File: src/rtl/hazard_pkg.sv
// Shared definitions for the pipeline hazard/stall control slice:
// FSM states, the register-index width and the default memory-wait limit.
package hazard_pkg;

   localparam int REG_W               = 5;
   localparam int MEM_TIMEOUT_DEFAULT = 15;

   typedef enum logic [1:0] {
      IDLE     = 2'd0,
      MEM_WAIT = 2'd1,
      TIMEOUT  = 2'd2
   } state_e;

   // x0 is hard-wired to zero, so it can never carry a pending load result.
   function automatic logic reg_depends(input logic [REG_W-1:0] rd,
                                        input logic [REG_W-1:0] rs);
      return (rd != {REG_W{1'b0}}) && (rd == rs);
   endfunction

endpackage

File: src/rtl/wait_timer.sv
// Counts consecutive data-memory wait cycles; expired flags that the count
// has reached LIMIT so the controller can escalate to a timeout.
module wait_timer
   import hazard_pkg::*;
#(
   parameter int LIMIT = MEM_TIMEOUT_DEFAULT,
   parameter int WIDTH = $clog2(LIMIT + 1)
) (
   input  logic clk,
   input  logic reset,
   input  logic load,
   input  logic inc,
   input  logic clr,
   output logic expired
);

   logic [WIDTH-1:0] count_r;

   assign expired = (count_r == WIDTH'(LIMIT));

   // Wait counter: clear wins over load, load over increment; never passes LIMIT.
   always_ff @(posedge clk or negedge reset) begin
      if (!reset) begin
         count_r <= {WIDTH{1'b0}};
      end else if (clr) begin
         count_r <= {WIDTH{1'b0}};
      end else if (load) begin
         count_r <= WIDTH'(1);
      end else if (inc && !expired) begin
         count_r <= count_r + WIDTH'(1);
      end else begin
         count_r <= count_r;
      end
   end

endmodule

File: src/rtl/stall_control.sv
// Pipeline stall/flush controller: data-memory wait FSM with timeout,
// branch flush and load-use interlock, plus a saturating stall counter.
module stall_control
   import hazard_pkg::*;
#(
   parameter int MEM_TIMEOUT = MEM_TIMEOUT_DEFAULT,
   parameter int CNT_W       = 16
) (
   input  logic             clk,
   input  logic             reset,
   input  logic [REG_W-1:0] RS1D,
   input  logic [REG_W-1:0] RS2D,
   input  logic [REG_W-1:0] RDE,
   input  logic             MemReadE,
   input  logic             PCSrcE,
   input  logic             MemReqM,
   input  logic             MemReadyM,
   output logic             StallF,
   output logic             StallD,
   output logic             StallE,
   output logic             StallM,
   output logic             FlushD,
   output logic             FlushE,
   output logic             FlushW,
   output logic             MemTimeout,
   output logic [CNT_W-1:0] StallCount
);

   state_e           state_r;
   state_e           state_s;
   logic             mem_wait_s;
   logic             load_use_s;
   logic             timer_load_s;
   logic             timer_inc_s;
   logic             timer_clr_s;
   logic             timer_expired_s;
   logic [CNT_W-1:0] stall_count_r;

   assign mem_wait_s = MemReqM && !MemReadyM;
   assign load_use_s = MemReadE && (reg_depends(RDE, RS1D) || reg_depends(RDE, RS2D));
   assign StallCount = stall_count_r;

   wait_timer #(
      .LIMIT (MEM_TIMEOUT)
   ) u_wait_timer (
      .clk     (clk),
      .reset   (reset),
      .load    (timer_load_s),
      .inc     (timer_inc_s),
      .clr     (timer_clr_s),
      .expired (timer_expired_s)
   );

   // FSM state register.
   always_ff @(posedge clk or negedge reset) begin
      if (!reset) begin
         state_r <= IDLE;
      end else begin
         state_r <= state_s;
      end
   end

   // Next state and stall/flush decode; outputs are forced low while reset is held.
   always_comb begin
      state_s      = state_r;
      timer_load_s = 1'b0;
      timer_inc_s  = 1'b0;
      timer_clr_s  = 1'b0;
      StallF       = 1'b0;
      StallD       = 1'b0;
      StallE       = 1'b0;
      StallM       = 1'b0;
      FlushD       = 1'b0;
      FlushE       = 1'b0;
      FlushW       = 1'b0;
      MemTimeout   = 1'b0;
      if (!reset) begin
         state_s = IDLE;
      end else begin
         case (state_r)
            IDLE: begin
               if (mem_wait_s) begin
                  {StallF, StallD, StallE, StallM, FlushW} = 5'b11111;
                  timer_load_s = 1'b1;
                  state_s      = MEM_WAIT;
               end else if (PCSrcE) begin
                  FlushD = 1'b1;
                  FlushE = 1'b1;
               end else if (load_use_s) begin
                  StallF = 1'b1;
                  StallD = 1'b1;
                  FlushE = 1'b1;
               end else begin
                  state_s = IDLE;
               end
            end
            MEM_WAIT: begin
               // The release cycle drives nothing: E is frozen, so hazards are
               // picked up again from IDLE on the following cycle.
               if (!mem_wait_s) begin
                  timer_clr_s = 1'b1;
                  state_s     = IDLE;
               end else if (timer_expired_s) begin
                  {StallF, StallD, StallE, StallM, FlushW} = 5'b11111;
                  state_s = TIMEOUT;
               end else begin
                  {StallF, StallD, StallE, StallM, FlushW} = 5'b11111;
                  timer_inc_s = 1'b1;
               end
            end
            TIMEOUT: begin
               {StallF, StallD, StallE, StallM, FlushW} = 5'b11111;
               MemTimeout = 1'b1;
            end
            default: begin
               timer_clr_s = 1'b1;
               state_s     = IDLE;
            end
         endcase
      end
   end

   // Saturating count of fetch-stall cycles.
   always_ff @(posedge clk or negedge reset) begin
      if (!reset) begin
         stall_count_r <= {CNT_W{1'b0}};
      end else if (StallF && (stall_count_r != {CNT_W{1'b1}})) begin
         stall_count_r <= stall_count_r + {{(CNT_W-1){1'b0}}, 1'b1};
      end else begin
         stall_count_r <= stall_count_r;
      end
   end

endmodule
File: config.mk
export PLATFORM = sky130hd
export DESIGN_NAME = stall_control
export DESIGN_NICKNAME = d
export VERILOG_FILES = /design/src/rtl/hazard_pkg.sv /design/src/rtl/wait_timer.sv /design/src/rtl/stall_control.sv
export SDC_FILE = /design/constraint.sdc
export NUM_CORES = 1
export LEC_CHECK = 0
export ABC_AREA = 0
export BUFFER_PORTS_ARGS = -buffer_cell sky130_fd_sc_hd__buf_2
export CAP_MARGIN = 5
export CORE_MARGIN = 4
export CORE_UTILIZATION = 29
export CTS_BUF_LIST = sky130_fd_sc_hd__clkbuf_16
export DETAILED_ROUTE_END_ITERATION = 16
export SYNTH_ARGS = -nofsm -noshare
export SYNTH_HDL_FRONTEND = slang
export SYNTH_SLANG_ARGS = --single-unit
File: constraint.sdc
create_clock -name clk -period 2.9 [get_ports clk]
set_clock_uncertainty 0.15 [all_clocks]
set_input_delay 0.145 -clock clk [delete_from_list [all_inputs] [get_ports clk]]
set_output_delay 0.145 -clock clk [all_outputs]
set_load 0.01 [all_outputs]
==> summary.txt, run 1 <==
NumNets Final: 206
GRT Overall Usage: 0.1071
drt total wl: 2977 um
worst hold path cell count: 5
CTS tree: built
die area: 5753 um2
Compound-Gate Fraction of Synth Area: 0.09372
Hold-fix buffers, CTS: 1
GPL Wtd Cong: 0.7601
Final ANT Viol Nets: 0
Net Sw Power: 0.2525 mW
CP cell instances: dlygate4sd3_1 -> buf_2 -> or3b_2 -> o41ai_4 -> buf_4 -> buf_2
synthesized flop and latch total: 22
grt peak-use layer: met2
first-pass GRT wire length: 4802 um
grt met1 use: 0.1342
Fmax achieved: 430.4 MHz
setup TNS: 0 ps
area grow syn2layout: 28.30%
initial antenna violation count: 0
clk buf depth: 2
grt ovf: 0
Max Slew Vio Count: 0
Critical Path RT: 2610 ps
commonest non-fill, non-tap cells in the layout: buf_2 (44), dfrtp_1 (22), xnor2_1 (13)
cell-internal power: 0.7142 mW
worst vdd ir: 0.4909 mV
Netlist Area Pre-Place: 1335 um2
drt wl/cell: 12.72 um
H-tree depth: 1
Reg power frac: 0.403
post-CTS setup buffers: 0
worst hold path type: input port to flip-flop
Post-Syn Nets: 160
leading area contributor after synthesis: dfrtp_1
CP Buf/Inv Count: 4
largest family of logic cells by synthesized area: simple AND/OR/NAND/NOR gates
most common cell after layout, fill and taps aside: buf_2
P per Cell Area: 564.4 nW/um2
fin crit share: 0.8011
crit-path max FO: 18
Reg2Reg Depth: 6
Core Footprint: 4414 um2
outcome: finished, final reports clean
vias in the first global route: 1,120
Ant. Diodes: 0
Synth Flop Type: dfrtp_1
IO Port Bufs: 44
Final Hold Fails: 0
Tmin final: 2323 ps
clk root buf: clkbuf_16
Switching Fraction: 0.2612
slowest stage delay, CP: 530 ps
Vias: 1,171
CP arrival: 2030 ps
total power: 0.9667 mW
Combinational Power Share: 0.199
post-synthesis xor/xnor area fraction: 0.1640
Die W: 75.85 um
drc violations: 0
Synth Instances: 137
top cell family by delay on the critical path: buffers and inverters
layout cells sized above 1: 0.3132
Netlist cell types: 35
RSZ-0062 raised after global routing: no
CTS Buf Count: 3
most frequent cell on the critical path: buf_2
Synth area leaders: dfrtp_1 (41%), xnor2_1 (8.5%), xor2_1 (7.9%)
critical path depth: 6
worst relative slew slack: 0.7299
post-cts gate resize count: 0
synth warn: 0
DP HPWL: 2263 um
Clock power frac: 0.398
Syn Area/Cell: 9.745 um2
Async SR Flop Fraction: 1.000
iteration-0 DRC count of the detailed router: 41
maxcap violations: 0
I/O pin total: 45
Static Leak: 0.8475 nW
number of synthesized flops with an enable pin: 0
clk sinks: 22
largest net degree at the start of global routing: 33
Least-Margin Pin Slew: 400.8 ps
crit end category: output port
Worst path slowest cell: dlygate4sd3_1
Via-to-Cell Ratio: 5.004
Worst setup SP type: input port
Std-Cell Rows: 24
Initial Util: 0.3024
sequential share of the synthesized area: 0.4124
Worst-path clk slew: 60 ps
Yosys top cell area share: 0.4124
simple-gate portion of the synthesized area: 0.2390
Post-Synth Adder-Cell Area: 0.01874
critical path class: input port to output port
drt first pass iters: 4
later-pin clock latency in the skew report: 260 ps
grt met2 use: 0.1806
met3 Usage GRT: 0.01715
DIE HEIGHT: 75.85 um
mux cell area share after synthesis: 0.02437
Setup Viol. Count Final: 0
cell usage after synthesis (2+ instances only):
cell	instances
clkbuf_1	3
mux2_2	2
or3_1	2
and2_1	4
xnor2_1	13
nor2_1	6
nand3_1	11
o21ai_0	5
ha_1	2
buf_4	3
a21oi_1	6
nand2_1	6
nor2b_1	2
xor2_1	12
nand3b_1	2
nand4_1	8
and3_1	6
nor3_1	2
inv_1	5
dfrtp_1	22
path summary, 6_finish.rpt:
kind / to / start / slack (ps)
worst min-delay path: state_r[0] / MemReadyM / 210
max in group asynchronous: state_r[1] / reset / 2010
worst max-delay path: StallF / reset / 580
worst max register to register: StallCount[1] / StallCount[7] / 660
worst min register to register: StallCount[4] / StallCount[4] / 340
min in group asynchronous: StallCount[7] / reset / 330
kinds of logic (layout without fill, tap and decap cells):
group | count (synthesis) | in the layout
AO/OA/AOI/OAI | 18 | 18
XOR/XNOR | 25 | 25
adder cells (fa/ha/maj) | 2 | 2
buffers and inverters | 12 | 57
flip-flops | 22 | 22
multiplexers | 3 | 3
AND/OR/NAND/NOR | 55 | 55
power groups by stage:
stage	clock network, mW	logic, mW	registers, mW
final	0.385	0.192	0.390
after global routing	0.404	0.214	0.399
after CTS	0.397	0.196	0.390
after detailed placement	0	0.193	0.394
after global placement	0	0.190	0.394
after floorplan	0	0.102	0.402
cell type report:
class | instances | area (um2)
Clock buffer | 3 | 75.07
Clock inverter | 1 | 30.03
Timing Repair Buffer | 48 | 252.7
Inverter | 5 | 18.77
Multi-Input combinational cell | 103 | 720.7
Tap cell | 52 | 65.06
Sequential cell | 22 | 550.5
Fill cell | 447 | 2701
worst reg2reg max path: cells and delay by family, from the launching register on:
| family | cells | cell delay, ps |
|---|---|---|
| flops | 1 | 400 |
| mux | 1 | 340 |
| simple gates | 5 | 1250 |
registers in the layout (all words and copies together), names as in the netlist:
signal and cells:
state_r 2, u_wait_timer.count_r 4, StallCount 16
metrics by stage:
stage	worst slack, ps	std cells	util	cell area [um2]	hold WS, ps
2_1_floorplan	862.7	137	-	1335	-300.6
3_3_place_gp	709.4	229	0.3620	1598	67.99
3_5_place_dp	671.2	229	0.3620	1598	70.46
4_1_cts	568.7	234	0.3880	1713	217.5
5_1_grt	487.0	234	0.3880	1713	246.9
6_report	576.8	234	0.3880	1713	212.8
metal layers:
layer | wire, um | up-vias | part of all wire
met5 | 0 | - | 0
met4 | 54 | 0 | 0.018
met3 | 251 | 7 | 0.084
met2 | 1343 | 44 | 0.45
met1 | 1327 | 548 | 0.45
li1 | - | 572 | -
Power figures use the tool's default switching activity.
==> inputs of run 2 (changes only) <==
==> constraint.sdc (replaced) <==
create_clock -name clk -period 2 [get_ports clk]
set_clock_uncertainty 0.15 [all_clocks]
set_input_delay 0.1 -clock clk [delete_from_list [all_inputs] [get_ports clk]]
set_output_delay 0.1 -clock clk [all_outputs]
set_load 0.01 [all_outputs]
==> run 2 against run 1 <==
  * The run now ends with setup timing left
  * Clock power increased by 9.9%
  * Setup slack got worse by 580 ps
  * Combinational power grew 91%
  * Critical path depth down 1
  * Non-clock buffer count grew 21
  * Critical endpoint is now StallD
  * Largest power group unchanged
==> summary.txt, run 2 (synthesized netlist as in run 1, its figures left out) <==
DP HPWL: 2378 um
drc violations: 0
DIE HEIGHT: 75.85 um
area of the multi-input gates: 754.5 um2
most common cell after layout, fill and taps aside: buf_2
commonest non-fill, non-tap cells in the layout: buf_2 (44), dfrtp_1 (22), buf_4 (17)
Critical Path RT: 1750 ps
setup TNS: -2.843 ps
Switching Fraction: 0.2839
Worst setup SP type: flip-flop
first-pass GRT wire length: 5506 um
GRT Overall Usage: 0.1228
drt wl/cell: 12.88 um
GPL Wtd Cong: 0.7991
top cell family by delay on the critical path: simple AND/OR/NAND/NOR gates
crit-path max FO: 5
Least-Margin Pin Slew: 1003 ps
area grow syn2layout: 42.64%
most frequent cell on the critical path: buf_6
P per Cell Area: 701.9 nW/um2
Reg power frac: 0.410
clk buf depth: 2
initial antenna violation count: 1
Static Leak: 0.9481 nW
fin crit share: 1.001
CP arrival: 1750 ps
NumNets Final: 227
CP cell instances: or3b_4 -> o41ai_4 -> buf_6 -> buf_6 -> buf_6
slowest stage delay, CP: 410 ps
Worst-path clk slew: 60 ps
Place WS: -30.27 ps
failing checks: setup timing
Worst path slowest cell: or3b_4
Combinational Power Share: 0.274
largest net degree at the start of global routing: 23
Std-Cell Rows: 24
max reg flops: 16
CP Buf/Inv Count: 3
crit end category: output port
Initial Util: 0.3024
outcome: finished with violations
CTS Buf Count: 3
Vias: 1,218
Via-to-Cell Ratio: 4.776
Die W: 75.85 um
Ant. Diodes: 0
cell-internal power: 0.9572 mW
layout cells sized above 1: 0.4187
total power: 1.337 mW
Final ANT Viol Nets: 0
H-tree depth: 1
later-pin clock latency in the skew report: 250 ps
I/O pin total: 45
clk sinks: 22
worst hold path type: input port to flip-flop
die area: 5753 um2
CTS tree: built
Clock power frac: 0.316
vias in the first global route: 1,257
iteration-0 DRC count of the detailed router: 48
Max Slew Vio Count: 0
critical path class: flip-flop to output port
FILL cells: 441
drt first pass iters: 6
Setup Viol. Count Final: 1
Fmax achieved: 499.3 MHz
drt total wl: 3285 um
Worst Slack Setup Final: -2.843 ps
maxcap violations: 0
worst relative slew slack: 0.3288
clk root buf: clkbuf_16
final core utilization: 0.4314
Tmin final: 2003 ps
storage element area: 550.5 um2
Final Hold Fails: 0
Net Sw Power: 0.3795 mW
grt ovf: 0
Core Footprint: 4414 um2
worst vdd ir: 0.5901 mV
IO Port Bufs: 44
RSZ-0062 raised after global routing: yes
## run 2: cell count changes in the layout (fill, tap and decap cells not counted), moves of 4 or more
cell / before / now
buf_4: 3 / 17
nand3_2: 0 / 4
buf_6: 0 / 7
nand3_1: 11 / 7
## run 2: worst paths after layout
path | startpoint | depth (start not counted) | end | slack [ps]
max | state_r[0] | 5 | StallD | -3
min | reset | 3 | state_r[1] | 120
max reg2reg | state_r[0] | 7 | StallCount[2] | 10
min reg2reg | StallCount[9] | 1 | StallCount[9] | 340
max in group asynchronous | reset | 3 | u_wait_timer.count_r[3] | 500
min in group asynchronous | reset | 3 | StallCount[0] | 600
## run 2: power groups by stage
stage / Sequential (mW) / Combinational [mW] / Clock (mW)
4_1_cts: 0.547 / 0.356 / 0.438
5_1_grt: 0.557 / 0.410 / 0.451
2_1_floorplan: 0.583 / 0.149 / 0
6_report: 0.548 / 0.366 / 0.423
3_5_place_dp: 0.554 / 0.341 / 0
3_3_place_gp: 0.552 / 0.340 / 0
## run 2: through the flow
| stage | hold WS, ps | cell area (um2) | std cells |
|---|---|---|---|
| after global placement | 12.86 | 1705 | 243 |
| after floorplan | -345.6 | 1338 | 137 |
| final | 124.6 | 1904 | 255 |
| after CTS | 124.0 | 1843 | 253 |
| after global routing | 149.8 | 1904 | 255 |
| after detailed placement | 8.913 | 1705 | 243 |
## run 2: per-layer routing
layer / share of wire / global-route usage / up-vias
met5: 0.0055 / 0 / -
met4: 0.0049 / 0.03107 / 2
met3: 0.042 / 0.03958 / 4
met2: 0.51 / 0.2110 / 19
met1: 0.44 / 0.1477 / 581
li1: - / - / 612
## run 2: repair_timing
action,4_1_cts,5_1_grt
pin swaps,2,3
gates resized for setup,3,13
hold endpoints to repair,22,0
setup buffers,4,2
hold buffers,1,0
gates cloned,1,0
setup endpoints to repair,4,16
## run 2: area by class of cell
class                           count  share of cell area
Timing Repair Buffer               69              0.2293
Tap cell                           52             0.03417
Inverter                            5            0.009855
Clock inverter                      1            0.001971
Multi-Input combinational cell    103              0.3962
Clock buffer                        3             0.03942
Sequential cell                    22              0.2891
## run 2: worst reg2reg max path: stages, from the launching register on
cell and delay, ps:
dfrtp_1 370, or3b_4 410, o41ai_4 350, buf_6 180, buf_4 120, buf_6 100, nand3_2 80, xnor2_1 130
==> inputs of run 3 (changes only) <==
--- a/config.mk
+++ b/config.mk
@@ -12,6 +12,9 @@
 export CORE_UTILIZATION = 29
 export CTS_BUF_LIST = sky130_fd_sc_hd__clkbuf_16
 export DETAILED_ROUTE_END_ITERATION = 16
+export PLACE_DENSITY = 0.52
+export RECOVER_POWER = 25
+export SKIP_LAST_GASP = 1
 export SYNTH_ARGS = -nofsm -noshare
 export SYNTH_HDL_FRONTEND = slang
 export SYNTH_SLANG_ARGS = --single-unit
==> run 3 against run 2 <==
  * The run now ends clean
  * Sequential share of layout area increased by 0.98 points
  * Clock-buffer cell count did not move
  * Combinational power up 4%
  * Sequential cell count is the same
  * Largest cell class unchanged
  * First-iteration DRC count decreased by 23%
  * Total power rose by 0.19%
  * Clock power hardly changed
  * Highest routed layer is now met4
  * Worst hold slack better by 42 ps
==> summary.txt, run 3 (synthesized netlist as in run 1, its figures left out) <==
drt first pass iters: 4
CTS tree: built
DIE HEIGHT: 75.85 um
grt ovf: 0
later-pin clock latency in the skew report: 250 ps
fin crit share: 0.9773
maxcap violations: 0
CP cell instances: or3b_4 -> o41ai_4 -> buf_12 -> buf_2
Static Leak: 0.9301 nW
worst hold path type: input port to flip-flop
CP arrival: 1700 ps
clk root buf: clkbuf_16
Std-Cell Rows: 24
I/O pin total: 45
Post-Layout Cell Count: 252
Via-to-Cell Ratio: 4.889
outcome: finished, final reports clean
final hold slack: 166.9 ps
clk sinks: 22
initial antenna violation count: 0
clk buf depth: 2
Max Slew Vio Count: 0
iteration-0 DRC count of the detailed router: 37
first-pass GRT wire length: 5589 um
total power: 1.339 mW
largest net degree at the start of global routing: 32
drc violations: 0
critical path class: flip-flop to output port
most common cell after layout, fill and taps aside: buf_2
Cells after DPL: 243
Die W: 75.85 um
crit-path max FO: 11
DP HPWL: 2540 um
Tmin final: 1955 ps
P per Cell Area: 727.1 nW/um2
Worst setup SP type: flip-flop
end of the worst register-to-register path: StallCount[12]
NumNets Final: 224
worst vdd ir: 0.4230 mV
Setup Viol. Count Final: 0
Worst path slowest cell: or3b_4
Fmax achieved: 511.6 MHz
crit end category: output port
r2r startpoint: state_r[1]
Ant. Diodes: 0
Core Footprint: 4414 um2
RSZ-0062 raised after global routing: yes
slowest stage delay, CP: 420 ps
Final ANT Viol Nets: 0
area grow syn2layout: 37.96%
Reg2Reg Depth: 5
GPL Wtd Cong: 0.7432
H-tree depth: 1
Vias: 1,232
Hold Path End: state_r[0]
Least-Margin Pin Slew: 343.2 ps
drt wl/cell: 13.03 um
layout cells sized above 1: 0.3750
Final Hold Fails: 0
GRT Overall Usage: 0.1271
Initial Util: 0.3024
FF-to-FF setup slack: 60 ps
Critical Path RT: 1750 ps
CTS Buf Count: 3
drt total wl: 3284 um
commonest non-fill, non-tap cells in the layout: buf_2 (44), dfrtp_1 (22), buf_4 (20)
IO Port Bufs: 44
die area: 5753 um2
worst relative slew slack: 0.7712
worst hold path cell count: 5
hold_sp: MemReadyM
vias in the first global route: 1,265
max reg flops: 16
Worst-path clk slew: 60 ps
## run 3: cell types whose count changed in the layout (fill, tap and decap cells not counted), sizes merged
cell	before	now
buf	68	65
## run 3: layer usage
layer | vias to the layer above | track usage | routed length [um]
li1 | 613 | - | -
met1 | 582 | 0.1541 | 1465
met2 | 28 | 0.2167 | 1612
met3 | 9 | 0.03298 | 144
met4 | 0 | 0.04466 | 62
met5 | - | 0 | 0
## run 3: cell type report
| cell class | count | area [um2] |
|---|---|---|
| fill | 444 | 2572 |
| multi-input combinational | 103 | 728.2 |
| sequential | 22 | 550.5 |
| timing repair buffer | 66 | 400.4 |
| clock buffer | 3 | 75.07 |
| tap | 52 | 65.06 |
| inverter | 5 | 18.77 |
| clock inverter | 1 | 3.754 |
## run 3: critical path: cells and delay by family, from the launching register on
family / cells / cell delay, ps
and+or+nand+nor: 1 / 420
DFF: 1 / 380
AOI/OAI and AO/OA: 1 / 350
buffers and inverters: 2 / 310
## run 3: repair_timing
| item | CTS | global route |
|---|---|---|
| endpoints found under the hold margin | 22 | 0 |
| setup buffers | 4 | 0 |
| setup endpoints to repair | 4 | 5 |
| cloned | 0 | 0 |
| resized for setup | 0 | 1 |
| pin swaps | 1 | 0 |
| hold buffers | 1 | 0 |
## run 3: worst max path at each step
stage,startpoint,slack (ps),cells past startpoint,endpoint
finish,state_r[1],50,4,StallF
floorplan,state_r[1],5,4,StallCount[1]
global route,state_r[1],-30,6,StallCount[8]
CTS,state_r[1],30,4,StallF
detailed placement,state_r[1],-8,5,StallCount[12]
global placement,state_r[1],4,5,StallCount[12]
## run 3: through the flow
stage | setup TNS (ps) | setup WS [ps] | utilization | area [um2]
global route | -48.90 | -27.80 | 0.4172 | 1842
detailed placement | -14.70 | -8.374 | 0.3892 | 1718
floorplan | 0 | 5.046 | - | 1338
global placement | 0 | 4.228 | 0.3892 | 1718
CTS | 0 | 33.62 | 0.4161 | 1837
finish | 0 | 45.49 | 0.4172 | 1842
## run 3: power breakdown
group	internal (mW)	leakage, nW	switching, mW	total [mW]
registers	0.500	0.297	0.0385	0.539
clock network	0.267	0.0385	0.154	0.421
logic	0.198	0.595	0.182	0.380
